`config.mk`:
```
export PLATFORM = sky130hd
export DESIGN_NAME = nibble_serial_addsub
export DESIGN_NICKNAME = d
export VERILOG_FILES = /design/src/rtl/nibble_serial_addsub_pkg.sv /design/src/rtl/nibble_serial_addsub_nibble_adder.sv /design/src/rtl/nibble_serial_addsub.sv
export SDC_FILE = /design/constraint.sdc
export NUM_CORES = 1
export LEC_CHECK = 0
export BUFFER_PORTS_ARGS = -buffer_cell sky130_fd_sc_hd__buf_2
export CAP_MARGIN = 10
export CORE_ASPECT_RATIO = 0.8
export CORE_UTILIZATION = 30
export CTS_BUF_LIST = sky130_fd_sc_hd__clkbuf_8
export DETAILED_ROUTE_END_ITERATION = 12
export PLACE_DENSITY = 0.54
export SETUP_SLACK_MARGIN = 0.02
export SLEW_MARGIN = 20
export SYNTH_ARGS = -nofsm -noshare
export SYNTH_HDL_FRONTEND = slang
export SYNTH_SLANG_ARGS = --single-unit
export TNS_END_PERCENT = 100
```
`constraint.sdc`:
```
create_clock -name clk -period 5 [get_ports clk]
set_clock_uncertainty 0.15 [all_clocks]
set_input_delay 0.75 -clock clk [delete_from_list [all_inputs] [get_ports clk]]
set_output_delay 0.75 -clock clk [all_outputs]
set_load 0.005 [all_outputs]
```
`src/rtl/nibble_serial_addsub_pkg.sv`:
```
// Shared constants, FSM state type and width helper for the nibble-serial add/sub.
package nibble_serial_addsub_pkg;

  localparam int NIB_W = 4;

  typedef enum logic [1:0] {
    IDLE = 2'd0,
    RUN  = 2'd1,
    DONE = 2'd2
  } state_t;

  // Returns 0 for an illegal width so the caller can reject it at elaboration.
  function automatic int nib_count(input int width);
    if ((width < NIB_W) || ((width % NIB_W) != 0)) begin
      return 0;
    end
    return width / NIB_W;
  endfunction

endpackage

```
`src/rtl/nibble_serial_addsub_nibble_adder.sv`:
```
// 4-bit ripple-carry adder built from full adders with an explicit carry-in.
module nibble_adder (
  input  logic [3:0] A,
  input  logic [3:0] B,
  input  logic       Cin,
  output logic [3:0] Sum,
  output logic       Cout
);

  logic [4:0] c;

  assign c[0] = Cin;

  for (genvar i = 0; i < 4; i++) begin : g_fa
    assign Sum[i]  = A[i] ^ B[i] ^ c[i];
    assign c[i+1]  = (A[i] & B[i]) | (c[i] & (A[i] ^ B[i]));
  end

  assign Cout = c[4];

endmodule

```
`src/rtl/nibble_serial_addsub.sv`:
```
// Wide add/sub processed one nibble per clock, LSB first, with a start/busy/done handshake.
// Result, carry-out and signed overflow are registered and only update at completion.
module nibble_serial_addsub
  import nibble_serial_addsub_pkg::*;
#(
  parameter int WIDTH = 16
) (
  input  logic             clk,
  input  logic             rst,
  input  logic             start,
  input  logic             sub,
  input  logic [WIDTH-1:0] a,
  input  logic [WIDTH-1:0] b,
  output logic             busy,
  output logic             done,
  output logic [WIDTH-1:0] res,
  output logic             cout,
  output logic             ovf
);

  localparam int NIB   = nib_count(WIDTH);
  localparam int IDX_W = (NIB > 1) ? $clog2(NIB) : 1;
  localparam int MSB   = WIDTH - 1;

  if (NIB == 0) begin : g_bad_width
    $error("nibble_serial_addsub: WIDTH must be a multiple of 4 and >= 4");
  end

  state_t             state_q, state_d;
  logic [IDX_W-1:0]   idx_q, idx_d;
  logic [WIDTH-1:0]   a_q, a_d;
  logic [WIDTH-1:0]   b_q, b_d;
  logic [WIDTH-1:0]   acc_q, acc_d;
  logic [WIDTH-1:0]   res_q, res_d;
  logic               carry_q, carry_d;
  logic               cout_q, cout_d;
  logic               ovf_q, ovf_d;

  logic [NIB_W-1:0]   a_nib, b_nib, nib_sum;
  logic               nib_cout;

  assign a_nib = a_q[int'(idx_q) * NIB_W +: NIB_W];
  assign b_nib = b_q[int'(idx_q) * NIB_W +: NIB_W];

  nibble_adder u_nibble_adder (
    .A    (a_nib),
    .B    (b_nib),
    .Cin  (carry_q),
    .Sum  (nib_sum),
    .Cout (nib_cout)
  );

  always_comb begin
    state_d = state_q;
    idx_d   = idx_q;
    a_d     = a_q;
    b_d     = b_q;
    acc_d   = acc_q;
    res_d   = res_q;
    carry_d = carry_q;
    cout_d  = cout_q;
    ovf_d   = ovf_q;

    case (state_q)
      IDLE, DONE: begin
        if (start) begin
          // B is inverted here and carry seeded with sub so the chain does A + ~B + 1.
          a_d     = a;
          b_d     = b ^ {WIDTH{sub}};
          carry_d = sub;
          idx_d   = '0;
          state_d = RUN;
        end else begin
          state_d = IDLE;
        end
      end
      RUN: begin
        acc_d[int'(idx_q) * NIB_W +: NIB_W] = nib_sum;
        carry_d = nib_cout;
        idx_d   = idx_q + 1'b1;
        if (idx_q == IDX_W'(NIB - 1)) begin
          res_d   = acc_d;
          cout_d  = nib_cout;
          ovf_d   = (a_q[MSB] == b_q[MSB]) && (acc_d[MSB] != a_q[MSB]);
          state_d = DONE;
        end
      end
      default: state_d = IDLE;
    endcase
  end

  always_ff @(posedge clk) begin
    if (rst) begin
      state_q <= IDLE;
      idx_q   <= '0;
      a_q     <= '0;
      b_q     <= '0;
      acc_q   <= '0;
      res_q   <= '0;
      carry_q <= 1'b0;
      cout_q  <= 1'b0;
      ovf_q   <= 1'b0;
    end else begin
      state_q <= state_d;
      idx_q   <= idx_d;
      a_q     <= a_d;
      b_q     <= b_d;
      acc_q   <= acc_d;
      res_q   <= res_d;
      carry_q <= carry_d;
      cout_q  <= cout_d;
      ovf_q   <= ovf_d;
    end
  end

  assign busy = (state_q == RUN);
  assign done = (state_q == DONE);
  assign res  = res_q;
  assign cout = cout_q;
  assign ovf  = ovf_q;

endmodule

```
== Word level (Yosys, flattened, before mapping) ==
Cells that the tools add are included.
Word-level totals
  bits in registers: 71
  word-level logic and storage cells: 58
Operators by class
  add/sub/neg operators: 2
  shift-type cells: 4
  bitwise logic cells: 21
  reductions and logical operators: 7
  equality and inequality tests: 7
  muxes and demuxes: 8
Operators with widths (number)
  $neg A4 Y33: 1
  $shift A4 B33 Y16 const A: 1
  $shiftx A4 B33 Y16: 1
  $shiftx A16 B5 Y4: 2
  $bwmux W16: 1
  $xor A16 B16 Y16: 1
  $and A1 B1 Y1: 8
  $pmux W2 S2: 2
  $xor A1 B1 Y1: 8
  $reduce_and A2 Y1: 3
  $eq A2 B2 Y1 const B: 2
  $mux W2: 2
  $or A1 B1 Y1: 4
  $add A2 B1 Y2 const B: 1
  $eq A2 B1 Y1 const B: 1
  $logic_not A2 Y1: 1
  $mux W1: 2
  $ne A2 B1 Y1 const B: 1
  $ne A2 B2 Y1 const B: 1
  $pmux W1 S2: 1
  $reduce_bool A2 Y1: 1
  $reduce_or A2 Y1: 1
  $eq A1 B1 Y1: 1
  $logic_and A1 B1 Y1: 1
  $ne A1 B1 Y1: 1

== Longest topological paths before layout ==
  depth after elaboration: 13
  depth in mapped cells: 14
  mapped depth without buffers: 12

== Modules after synthesis ==
Synthesis repeated with hierarchy kept, for this count alone.
Unflattened totals
  cells, all modules: 354
  area, all modules: 3377.0 µm²
Modules (own cells, without submodules)
  nibble_serial_addsub: seq. area each 1421.4 µm², instances 1, cells each 340, area an instance 3259.4 µm²
  nibble_adder: seq. area each 0.0 µm², instances 1, cells each 14, area an instance 117.6 µm²

== Worst setup path after synthesis ==
No wires, ideal clock.
  path type: register to register
  start point: register idx_q[0]
  end point: register ovf_q, in the netlist ovf
  library setup time: 134 ps
  arrival: 3115 ps
  slack: 1601 ps
  stages on the path, launching flop included: 15
  cells stage by stage: dfxtp_1 -> buf_6 -> buf_12 -> mux4_1 -> inv_1 -> fa_1 -> inv_1 -> fa_1 -> inv_1 -> fa_1 -> inv_1 -> fa_1 -> and4bb_2 -> mux2i_1 -> o221ai_1
On the way
  longest elaborated chain between the ends: 13
  elaborated cells between the ends (all ways): 27
  those cells by class: add/sub (1); eq/ne (2); shift (4); mux (1); bitwise (17); reduce/logical (2)
Ends and longest elaborated chain
  start, declared: RTL line nibble_serial_addsub.sv:30  | logic [IDX_W-1:0] idx_q, idx_d;
  start signal, assigned: RTL line nibble_serial_addsub.sv:105  | idx_q <= idx_d;
  $shiftx A16 B5 Y4, on equally long branches: RTL line nibble_serial_addsub.sv:42, nibble_serial_addsub.sv:43
  $xor A1 B1 Y1: RTL line nibble_serial_addsub_nibble_adder.sv:15, nibble_serial_addsub_nibble_adder.sv:16
  $and A1 B1 Y1: RTL line nibble_serial_addsub_nibble_adder.sv:16  | assign c[i+1] = (A[i] & B[i]) | (c[i] & (A[i] ^ B[i]));
  $or A1 B1 Y1: RTL line nibble_serial_addsub_nibble_adder.sv:16
  $and A1 B1 Y1: RTL line nibble_serial_addsub_nibble_adder.sv:16
  $or A1 B1 Y1: RTL line nibble_serial_addsub_nibble_adder.sv:16
  $and A1 B1 Y1: RTL line nibble_serial_addsub_nibble_adder.sv:16
  $or A1 B1 Y1: RTL line nibble_serial_addsub_nibble_adder.sv:16
  $xor A1 B1 Y1: RTL line nibble_serial_addsub_nibble_adder.sv:15  | assign Sum[i] = A[i] ^ B[i] ^ c[i];
  $shiftx A4 B33 Y16: RTL line nibble_serial_addsub.sv:78  | acc_d[int'(idx_q) * NIB_W +: NIB_W] = nib_sum;
  $bwmux W16: RTL line nibble_serial_addsub.sv:78
  $ne A1 B1 Y1: RTL line nibble_serial_addsub.sv:84  | ovf_d = (a_q[MSB] == b_q[MSB]) && (acc_d[MSB] != a_q[MSB]);
  $logic_and A1 B1 Y1: RTL line nibble_serial_addsub.sv:84
  end signal, assigned: RTL line nibble_serial_addsub.sv:112  | ovf_q <= ovf_d;
  end, declared: RTL line nibble_serial_addsub.sv:37  | logic ovf_q, ovf_d;
Several ways; a longest one is shown, not always the timed one.
A chain may end at the register's enable or synchronous reset.

== Worst setup path after layout ==
Same ends and word-level chain as after synthesis.

==> impl_results.md <==
- DPL Wire Length: just over 5000 um
- CP Class: reg -> reg
- Post-synth cell types: 39
- R2r startpoint: idx_q[0]$_SDFFE_PP0P_
- Largest family of logic cells by synthesized area: compound AO/OA/AOI/OAI gates
- HP Class: reg -> reg
- Wire length of the first global-routing pass: 12000 um
- Max-Slew Margin vs Limit: about a third
- Synthesis-to-finish area growth: 13.7%
- ANT nets after route: 0
- Max cap viols: 0
- Clk slew on worst S/H paths: around 0.070 ns
- Reg2Reg Setup Slack: around 1.5 ns
- Post-DR vias/cell: ~4.7
- Layout Nets: 444
- Reg area: 0.00142 mm^2
- WHS Path Cells: 2
- Syn nets: between 400 and 500
- Crit Path Max Fanout: 16
- Clock Path Buffers: 2
- Syn Inst Count: 358
- Worst Tran Pin Value: 0.982 ns
- Multi-input logic area: 0.00177 mm^2
- Vias in the first global route: roughly 2.4k
- Min-Delay Startpoint: a_q[4]$_SDFFE_PP0P_
- Final wirelength: about 7300 um
- Post CTS Setup Buffer Count: 0
- Share of layout cells above drive strength 1: around 23%
- Post-Synth XOR/XNOR Area: 4.10%
- Synthesized area per cell: around 9.5 um^2
- Mux contribution to synthesized area: between 7 and 8%
- Die span in x: 121 um
- H-tree depth: 3
- Skew-Pair Late Insertion Delay: between 0.3 and 0.4 ns
- VDD IR max: roughly 0.00015 V
- Pwr dens: around 310 mW/mm^2
- WP data required: 5.07 ns
- Status: finished, final reports clean
- Setup-failing EPs final: 0
- Largest net degree at the start of global routing: 50
- Cells on worst reg2reg path: 10
- Antenna violations before repair: 0
- Worst Path Arrival: between 3 and 4 ns
- Die H: 97.4 um
- Final period util: 70.5%
- R2R Path End: ovf$_SDFFE_PP0P_
- CTS Buf Count: 9
- # diodes: 0
- DR WL/cell: 13.3 um
- Count of filler cells inserted in the layout: between 1k and 1.5k
- Setup TNS: 0 ns
- Core region area: around 0.011 mm^2
- Sequential share of the synthesized area: about two fifths
- Most frequent cells in the layout: 71 x dfxtp_1, 55 x buf_2, 52 x nor2_1
- Tmin final: 3.53 ns
- Crit end category: flop
- Simple-gate area share of the yosys netlist: 17.7%
- Commonest non-fill, non-tap cell in the layout: dfxtp_1
- Pre-antenna DRT Iters: 4
- Total grt overflow: 0
- Total power: 1220 uW
- PostCTS Resize Cnt: 0
- GP Congestion: around 0.7
- Sink Count: roughly 70
- Post-Synth Adder-Cell Area: under 10%
- CTS tree: built
- # DRC: 0
- Via count: about 2.6k
- Starting Density: 31.1%
- Full die area: about 0.012 mm^2
- Seq cells post-synth: approximately 70
- Leak: roughly 0.0015 uW
- RSZ-0062 raised after global routing: false
- IO Count: 56
- Synth warn: 0
- CP startpoint kind: flop
- Overall global routing resource usage: around an eighth
- Post-Syn Area: 0.00342 mm^2
- Compound-Gate Fraction of Synth Area: ~18%
- Rows: 34
- DR iter-0 viols: 114
- Root Driver: clkbuf_8
- Final Max Tran Viols: 0
- Hold buffer count at CTS: 0
- Hold Path End: a_q[4]$_SDFFE_PP0P_
- FMAX: 284 MHz
- Hold violation count in the final report: 0
- Input/output buffers: 55
==> layer usage <==
layer / vias up / global-route usage (%) / routed length, um
met5: - / 0 / 0
met1: 1160 / 18.1 / 3750
met3: 7 / 4.81 / 384
li1: 1327 / - / -
met2: 57 / 19.0 / 3070
met4: 0 / 3.13 / 70
==> registers in the layout (all words and copies together) (netlist names) <==
name / flops
a_q: 16
acc_q: 16
b_q: 16
carry_q: 1
cout: 1
idx_q: 2
ovf: 1
res: 16
state_q: 2
==> per-stage QoR <==
| step | hold slack (ns) | util [%] | setup WS [ns] | instance area, um^2 | std cells |
|---|---|---|---|---|---|
| finish | 0.304 | 35.4 | 1.47 | 3880 | 545 |
| floorplan | 0.282 | - | 1.60 | 3420 | 358 |
| CTS | 0.304 | 35.4 | 1.46 | 3880 | 545 |
| detailed placement | 0.295 | 33.9 | 1.45 | 3720 | 531 |
| global route | 0.323 | 35.4 | 1.27 | 3880 | 545 |
| global placement | 0.295 | 33.9 | 1.56 | 3720 | 531 |
==> cells by family (layout without fill, tap and decap cells) <==
family          count (synthesis)  in the layout
compound gates                 82             82
buf+inv                        42             85
fa+ha+maj                      10             10
xor+xnor                       16             16
simple gates                  123            123
mux                            14             14
flops                          71             71
==> how the worst max path moves through the flow <==
| stage | cells after the start | from | end | slack [ns] |
|---|---|---|---|---|
| after floorplan | 14 | idx_q[0]$_SDFFE_PP0P_ | ovf$_SDFFE_PP0P_ | 1.60 |
| after global placement | 10 | idx_q[0]$_SDFFE_PP0P_ | ovf$_SDFFE_PP0P_ | 1.56 |
| after detailed placement | 10 | idx_q[0]$_SDFFE_PP0P_ | ovf$_SDFFE_PP0P_ | 1.45 |
| after CTS | 10 | idx_q[0]$_SDFFE_PP0P_ | ovf$_SDFFE_PP0P_ | 1.46 |
| after global routing | 10 | idx_q[0]$_SDFFE_PP0P_ | ovf$_SDFFE_PP0P_ | 1.27 |
| final | 10 | idx_q[0]$_SDFFE_PP0P_ | ovf$_SDFFE_PP0P_ | 1.47 |
==> Yosys cell counts (all sizes together) <==
library cell  count  area share, %
a21oi            24            4.0
mux2i             6            1.8
and3b             3           0.77
ha                6            2.2
nand3b            1           0.22
mux4              8            5.7
nand3             2           0.29
and4b             1           0.29
buf              23            4.7
nand2b            3           0.55
dfxtp            71             42
fa                4            2.3
nor4bb            1           0.29
nor4b             1           0.70
nor2             52            5.7
a31oi             6            1.1
a311oi            1           0.26
nand2            36            4.0
o211ai            1           0.22
a211oi           48             12
inv              13            1.4
xnor2            16            4.1
clkbuf            6           0.66
o221ai            1           0.26
nor3b             3           0.81
and2              1           0.18
and4bb            2           0.84
o21ai             1           0.15
nor2b            17            3.1
==> worst max-delay path: stages (launching register included) <==
cell	delay, ns
dfxtp_1	0.53
buf_4	0.30
mux4_2	0.55
fa_1	0.42
inv_1	0.07
fa_1	0.15
inv_1	0.05
fa_1	0.57
and4bb_2	0.28
mux2i_1	0.19
o221ai_1	0.13
==> final cells by class <==
class                           count  share of cell area (%)
Timing Repair Buffer               58                    7.67
Inverter                           13                    1.26
Multi-Input combinational cell    245                    45.6
Clock inverter                      3                   0.322
Tap cell                          144                    4.64
Sequential cell                    71                    36.6
Clock buffer                       11                    3.90
==> where the power goes <==
| group | total (uW) | internal (uW) | switching, uW |
|---|---|---|---|
| Clock | 399 | 197 | 201 |
| Sequential | 621 | 600 | 21.3 |
| Combinational | 204 | 86.9 | 117 |
| Total | 1220 | 884 | 339 |
(Power assumes the default switching activity.)
